`src/rtl/id_pipe_pkg.sv`:
```
// Shared ID/EX pipeline definitions: payload width and field positions.
// Consumers slice id_ex with these constants rather than magic numbers.
package id_pipe_pkg;

    localparam int ID_EX_W = 230;

    localparam int RS_DATA_LSB  = 0;
    localparam int RS_DATA_MSB  = 31;
    localparam int RT_DATA_LSB  = 32;
    localparam int RT_DATA_MSB  = 63;
    localparam int RS_LSB       = 64;
    localparam int RS_MSB       = 68;
    localparam int RT_LSB       = 69;
    localparam int RT_MSB       = 73;
    localparam int RD_LSB       = 74;
    localparam int RD_MSB       = 78;
    localparam int ALU_CTRL_LSB = 79;
    localparam int ALU_CTRL_MSB = 84;
    localparam int BR_ADDR_LSB  = 85;
    localparam int BR_ADDR_MSB  = 116;
    localparam int MEM_CTRL_LSB = 117;
    localparam int MEM_CTRL_MSB = 120;
    localparam int WB_CTRL_LSB  = 121;
    localparam int WB_CTRL_MSB  = 124;
    localparam int LU_DATA_LSB  = 125;
    localparam int LU_DATA_MSB  = 156;
    localparam int PC_PLUS4_LSB = 157;
    localparam int PC_PLUS4_MSB = 188;
    localparam int SHAMT_LSB    = 189;
    localparam int SHAMT_MSB    = 193;
    localparam int IMM32_LSB    = 194;
    localparam int IMM32_MSB    = 225;
    localparam int BRANCH_LSB   = 226;
    localparam int BRANCH_MSB   = 227;
    localparam int REG_DST_LSB  = 228;
    localparam int REG_DST_MSB  = 229;

endpackage

```
`src/rtl/irq_ctx_stack.sv`:
```
// LIFO of saved ID/EX contexts for nested interrupts.
// Pop wins over push; sticky overflow/underflow flags clear only on reset.
module irq_ctx_stack
    import id_pipe_pkg::*;
#(
    parameter int PAYLOAD_W    = ID_EX_W,
    parameter int BACKUP_DEPTH = 4,
    parameter int DEPTH_W      = 3
) (
    input  logic                 clk,
    input  logic                 reset,
    input  logic                 push,
    input  logic                 pop,
    input  logic [PAYLOAD_W-1:0] push_data,
    output logic [PAYLOAD_W-1:0] top_data,
    output logic                 empty,
    output logic [DEPTH_W-1:0]   depth,
    output logic                 overflow,
    output logic                 underflow
);

    logic [PAYLOAD_W-1:0] mem [BACKUP_DEPTH];
    logic [DEPTH_W-1:0]   depth_q;
    logic                 full;
    logic                 do_push;
    logic                 do_pop;

    assign empty   = (depth_q == '0);
    assign full    = (depth_q == DEPTH_W'(BACKUP_DEPTH));
    assign do_pop  = pop && !empty;
    assign do_push = push && !pop && !full;
    assign depth   = depth_q;

    // Select the top occupied slot; zero when the stack is empty
    always_comb begin
        top_data = '0;
        for (int i = 0; i < BACKUP_DEPTH; i++) begin
            if (depth_q == DEPTH_W'(i + 1)) begin
                top_data = mem[i];
            end
        end
    end

    // Slot storage: push writes the slot just above the current top
    always_ff @(posedge clk) begin
        if (reset) begin
            for (int i = 0; i < BACKUP_DEPTH; i++) begin
                mem[i] <= '0;
            end
        end else begin
            for (int i = 0; i < BACKUP_DEPTH; i++) begin
                if (do_push && depth_q == DEPTH_W'(i)) begin
                    mem[i] <= push_data;
                end
            end
        end
    end

    // Occupancy counter and sticky error flags
    always_ff @(posedge clk) begin
        if (reset) begin
            depth_q   <= '0;
            overflow  <= 1'b0;
            underflow <= 1'b0;
        end else begin
            if (do_pop) begin
                depth_q <= depth_q - 1'b1;
            end else if (do_push) begin
                depth_q <= depth_q + 1'b1;
            end
            if (pop && empty) begin
                underflow <= 1'b1;
            end
            if (push && !pop && full) begin
                overflow <= 1'b1;
            end
        end
    end

endmodule

```
`src/rtl/id_ex_ctx_reg.sv`:
```
// ID/EX pipeline register with load-use detection, flush/hold and IRQ stack.
// Optional perf counters: define ID_EX_PERF_CNT_EN.
module id_ex_ctx_reg
    import id_pipe_pkg::*;
#(
    parameter int PAYLOAD_W    = ID_EX_W,
    parameter int BACKUP_DEPTH = 4,
    parameter int DEPTH_W      = 3
) (
    input  logic                 clk,
    input  logic                 reset,
    input  logic [PAYLOAD_W-1:0] payload_in,
    input  logic [4:0]           id_rs,
    input  logic [4:0]           id_rt,
    input  logic [4:0]           ex_rt,
    input  logic                 ex_memread,
    input  logic                 flush,
    input  logic                 hold,
    input  logic                 irq_backup,
    input  logic                 irq_recovery,
    output logic [PAYLOAD_W-1:0] id_ex,
    output logic                 id_ex_valid,
    output logic                 bubble,
    output logic [DEPTH_W-1:0]   ctx_depth,
    output logic                 ctx_overflow,
    output logic                 ctx_underflow,
    output logic [15:0]          bubble_cnt,
    output logic [15:0]          flush_cnt
);

    logic [PAYLOAD_W-1:0] top_data;
    logic                 empty;

    // Load-use hazard; a load into $0 never creates a dependency
    always_comb begin
        bubble = ex_memread && (ex_rt != 5'd0) &&
                 ((id_rs == ex_rt) || (id_rt == ex_rt));
    end

    irq_ctx_stack #(
        .PAYLOAD_W   (PAYLOAD_W),
        .BACKUP_DEPTH(BACKUP_DEPTH),
        .DEPTH_W     (DEPTH_W)
    ) u_stack (
        .clk      (clk),
        .reset    (reset),
        .push     (irq_backup),
        .pop      (irq_recovery),
        .push_data(id_ex),
        .top_data (top_data),
        .empty    (empty),
        .depth    (ctx_depth),
        .overflow (ctx_overflow),
        .underflow(ctx_underflow)
    );

    // Pipeline register: recovery > hold > flush/bubble > load
    always_ff @(posedge clk) begin
        if (reset) begin
            id_ex       <= '0;
            id_ex_valid <= 1'b0;
        end else if (irq_recovery) begin
            id_ex       <= empty ? '0 : top_data;
            id_ex_valid <= !empty;
        end else if (hold) begin
            id_ex       <= id_ex;
            id_ex_valid <= id_ex_valid;
        end else if (flush || bubble) begin
            id_ex       <= '0;
            id_ex_valid <= 1'b0;
        end else begin
            id_ex       <= payload_in;
            id_ex_valid <= 1'b1;
        end
    end

`ifdef ID_EX_PERF_CNT_EN
    logic bub_evt;
    logic fl_evt;

    assign bub_evt = bubble && !hold && !irq_recovery;
    assign fl_evt  = flush && !bubble && !hold && !irq_recovery;

    // Saturating event counters; each cycle counts in at most one
    always_ff @(posedge clk) begin
        if (reset) begin
            bubble_cnt <= '0;
            flush_cnt  <= '0;
        end else begin
            if (bub_evt && bubble_cnt != 16'hFFFF) begin
                bubble_cnt <= bubble_cnt + 16'd1;
            end
            if (fl_evt && flush_cnt != 16'hFFFF) begin
                flush_cnt <= flush_cnt + 16'd1;
            end
        end
    end
`else
    assign bubble_cnt = '0;
    assign flush_cnt  = '0;
`endif

endmodule

```
`config.mk`:
```
export PLATFORM = sky130hd
export DESIGN_NAME = id_ex_ctx_reg
export DESIGN_NICKNAME = d
export VERILOG_FILES = /design/src/rtl/id_pipe_pkg.sv /design/src/rtl/irq_ctx_stack.sv /design/src/rtl/id_ex_ctx_reg.sv
export SDC_FILE = /design/constraint.sdc
export NUM_CORES = 2
export LEC_CHECK = 0
export CAP_MARGIN = 20
export CORE_ASPECT_RATIO = 0.9
export CORE_MARGIN = 5
export CORE_UTILIZATION = 62
export CTS_CLUSTER_SIZE = 40
export DETAILED_ROUTE_END_ITERATION = 6
export MAX_ROUTING_LAYER = met4
export PLACE_DENSITY = 0.86
export SKIP_LAST_GASP = 1
export SYNTH_ARGS = -nofsm -noshare
export SYNTH_HDL_FRONTEND = slang
export SYNTH_SLANG_ARGS = --single-unit
```
`constraint.sdc`:
```
create_clock -name clk -period 41.6 [get_ports clk]
set_input_delay 6.24 -clock clk [delete_from_list [all_inputs] [get_ports clk]]
set_output_delay 6.24 -clock clk [all_outputs]
set_load 0.02 [all_outputs]
```
==> impl_results.md <==
- Fin crit share: between 30% and 40%
- CP endpoint kind: output port
- Post-detail-place hpwl: ~81 mm
- Asr flop ratio synth: 0%
- Number of vias in the routed layout: ~39000
- Maximum root-to-sink buffer count: 3
- Root buffer cell: clkbuf_16
- Clock sinks: between 1000 and 1500
- Post-synthesis cell type count: 41
- Top cells by area, synth: edfxtp_1, and2_1, dfxtp_1
- Worst Path Max Fanout: about 160
- Clock skew: around 33 ps
- Cell taking the most area after synthesis: edfxtp_1
- Worst hold path type: reg -> reg
- Slowest CP cell: clkdlybuf4s50_1
- Area grow syn2layout: 17.4%
- First-pass GRT wire length: roughly 230 mm
- Warnings from Yosys: 0
- Worst reg2reg path startpoint: u_stack.depth[2]
- Reg-to-reg endpoint: id_ex[122]
- Critical path startpoint category: input port
- RSZ-0062 raised after global routing: false
- Post-synth EDFFs: 920
- Sequential fraction of the synthesis area: a little over three fifths
- # DRC: 0
- Setup violations, final: 0
- Post-Route WL: ~150 mm
- Kind of critical path: in -> out
- Final #Nets: 4930
- Worst-Margin Slew: between 1000 and 1500 ps
- Post-synth top flop: edfxtp_1
- Total Die Area: roughly 0.089 mm^2
- DR WL/cell: between 20 and 30 um
- Clock transition at path regs: 60 ps
- I/O Buffers: 488
- Die Width: about 310 um
- Area share of the largest cell type after synthesis: about 54%
- Drt initial violations: 5277
- Final hold vios: 0
- PnR worst setup slack: around 27000 ps
- Post-Synthesis Cells: approximately 4400
- Starting Density: 62.3%
- Yosys reg bits: 1156
- R2R cell count: 9
- CP Cell Sequence: clkdlybuf4s50_1 -> xor2_1 -> nor3_1 -> a22oi_2 -> buf_12 -> nor2_1 -> clkdlybuf4s50_1
- Number of setup buffers added after CTS: 0
- H-tree depth: 3
- Initial antenna violation count: 2
- Synth Cell Area: 0.0515 mm^2
- Die height: 283 um
- GP Congestion: 0.813
- Setup TNS Final: 0 ps
- Pleak: approximately 21 nW
- Row count: 100
- Num CTS Buffers: between 100 and 150
- Share of cells above drive strength 1: 5.66%
- Gr ovfl total: 0
- Crit path launch: ex_rt[0]
- Max Slew Vio Count: 0
- Final ANT Viol Nets: 0
- Worst setup endpoint: bubble
- Via-to-Cell Ratio: 6.63
- Slew headroom: between 20% and 30%
- Clk Latency, worst-skew pair: 680 ps
- Vias in the first global route: approximately 39000
- Worst slack, placed: 26540 ps
- Mean Syn Cell Area: 11.6 um^2
- WP data arrival: 8770 ps
- Largest net degree at the start of global routing: roughly 200
- Tmin final: roughly 15000 ps
- Max_cap viols: 0
- Post-CTS sizing: 0
- CP max stage delay: approximately 600 ps
- TritonCTS clock tree: done
- Pwr Density: about 54 mW/mm^2
- Core ar.: approximately 0.083 mm^2
- R2R setup slack: 36830 ps
- Pre-Repair DR Iteration Count: 6
- Run status: completed
- Fin cells: approximately 5800
- # placed instances: ~5600
- Most frequent cells after synthesis: and2_1, edfxtp_1, clkbuf_1
- Most frequent CP cell: clkdlybuf4s50_1
- Required time of the worst setup path: 35360 ps
- Gr usage total: 33.6%
- Max rail drop VDD: roughly 64 uV
- FMAX: approximately 67 MHz
- Hold_buf cts: 0
- Core Util, Final: approximately three quarters
- I/O pin total: ~520
==> through the flow <==
stage	hold slack, ps	power, mW	instance area (um^2)
after global routing	566	3.34	60400
final	522	3.23	60400
after CTS	532	3.22	60400
after floorplan	570	1.91	51600
after global placement	519	2.17	56600
after detailed placement	516	2.19	56600
==> worst min path at each step <==
stage,start,endpoint,cells after the start,slack [ps]
floorplan,u_stack.underflow,u_stack.underflow,2,570
global placement,id_ex[164],id_ex[164],2,520
detailed placement,u_stack.overflow,u_stack.overflow,2,520
CTS,u_stack.overflow,u_stack.overflow,2,530
global route,id_ex[209],id_ex[209],2,570
finish,u_stack.overflow,u_stack.overflow,2,520
==> power breakdown <==
group / internal (mW) / leakage [nW] / switching (mW)
combinational: 0.259 / 7.82 / 0.505
clock: 0.604 / 1.88 / 0.441
sequential: 1.36 / 11.5 / 0.0676
==> registers in the layout (all words and copies together) (netlist names) <==
name               count
u_stack.overflow       1
id_ex_valid            1
u_stack.depth          3
u_stack.mem          920
u_stack.underflow      1
id_ex                230
==> cells in the final DEF (no fill, tap or decap), types with 3 or more instances in the layout <==
cell             count
a211oi_1           125
a21oi_1            250
a221o_1            140
a22oi_1            182
a31oi_1            125
a32oi_1             16
and2_1             920
buf_12               4
buf_4               57
bufinv_16           11
clkbuf_1            22
clkbuf_16          114
clkbuf_8            19
clkdlybuf4s50_1    486
clkinv_1             8
clkinv_2            30
clkinvlp_4           4
conb_1              32
dfxtp_1            235
edfxtp_1           920
ha_4                 4
inv_1                4
nand2_1            323
nand2b_4             4
nor2_1             274
nor2b_1              3
o211ai_1           230
o21a_1              90
o21ai_0             92
xor2_1              11
==> critical path: cells and delay by family <==
family                 cells  cell delay, ps
XOR/XNOR                   1             280
AO/OA/AOI/OAI              1             210
buffers and inverters      3            1740
AND/OR/NAND/NOR            2             210
==> cell type report <==
| type | instances | area [um^2] |
|---|---|---|
| clock buffers | 154 | 3180 |
| flip-flops and latches | 1156 | 32400 |
| multi-input cells | 2850 | 17500 |
| clock inverters | 57 | 623 |
| diodes | 2 | 5.00 |
| well taps | 1071 | 1340 |
| fillers | 5300 | 22200 |
| inverters | 4 | 15.0 |
| repair buffers | 549 | 5400 |
==> cells by family (layout without fill, tap and decap cells) <==
group	Yosys count	count (layout)	share of synthesized area [%]
fa+ha+maj	6	6	0.146
flops	1156	1156	62.9
other cells	1	34	0.00729
compound gates	1258	1258	17.1
mux	1	1	0.0195
buf+inv	459	764	3.76
simple gates	1541	1541	15.9
xor+xnor	12	12	0.204
==> routing by layer <==
| metal | GRT usage (%) | routed length, um | up-vias |
|---|---|---|---|
| met5 | - | 0 | - |
| met4 | 16.1 | 7410 | 0 |
| met3 | 5.96 | 16800 | 456 |
| met2 | 53.2 | 71600 | 2742 |
| met1 | 42.5 | 55000 | 18824 |
| li1 | - | - | 16692 |
(Power assumes the default switching activity.)
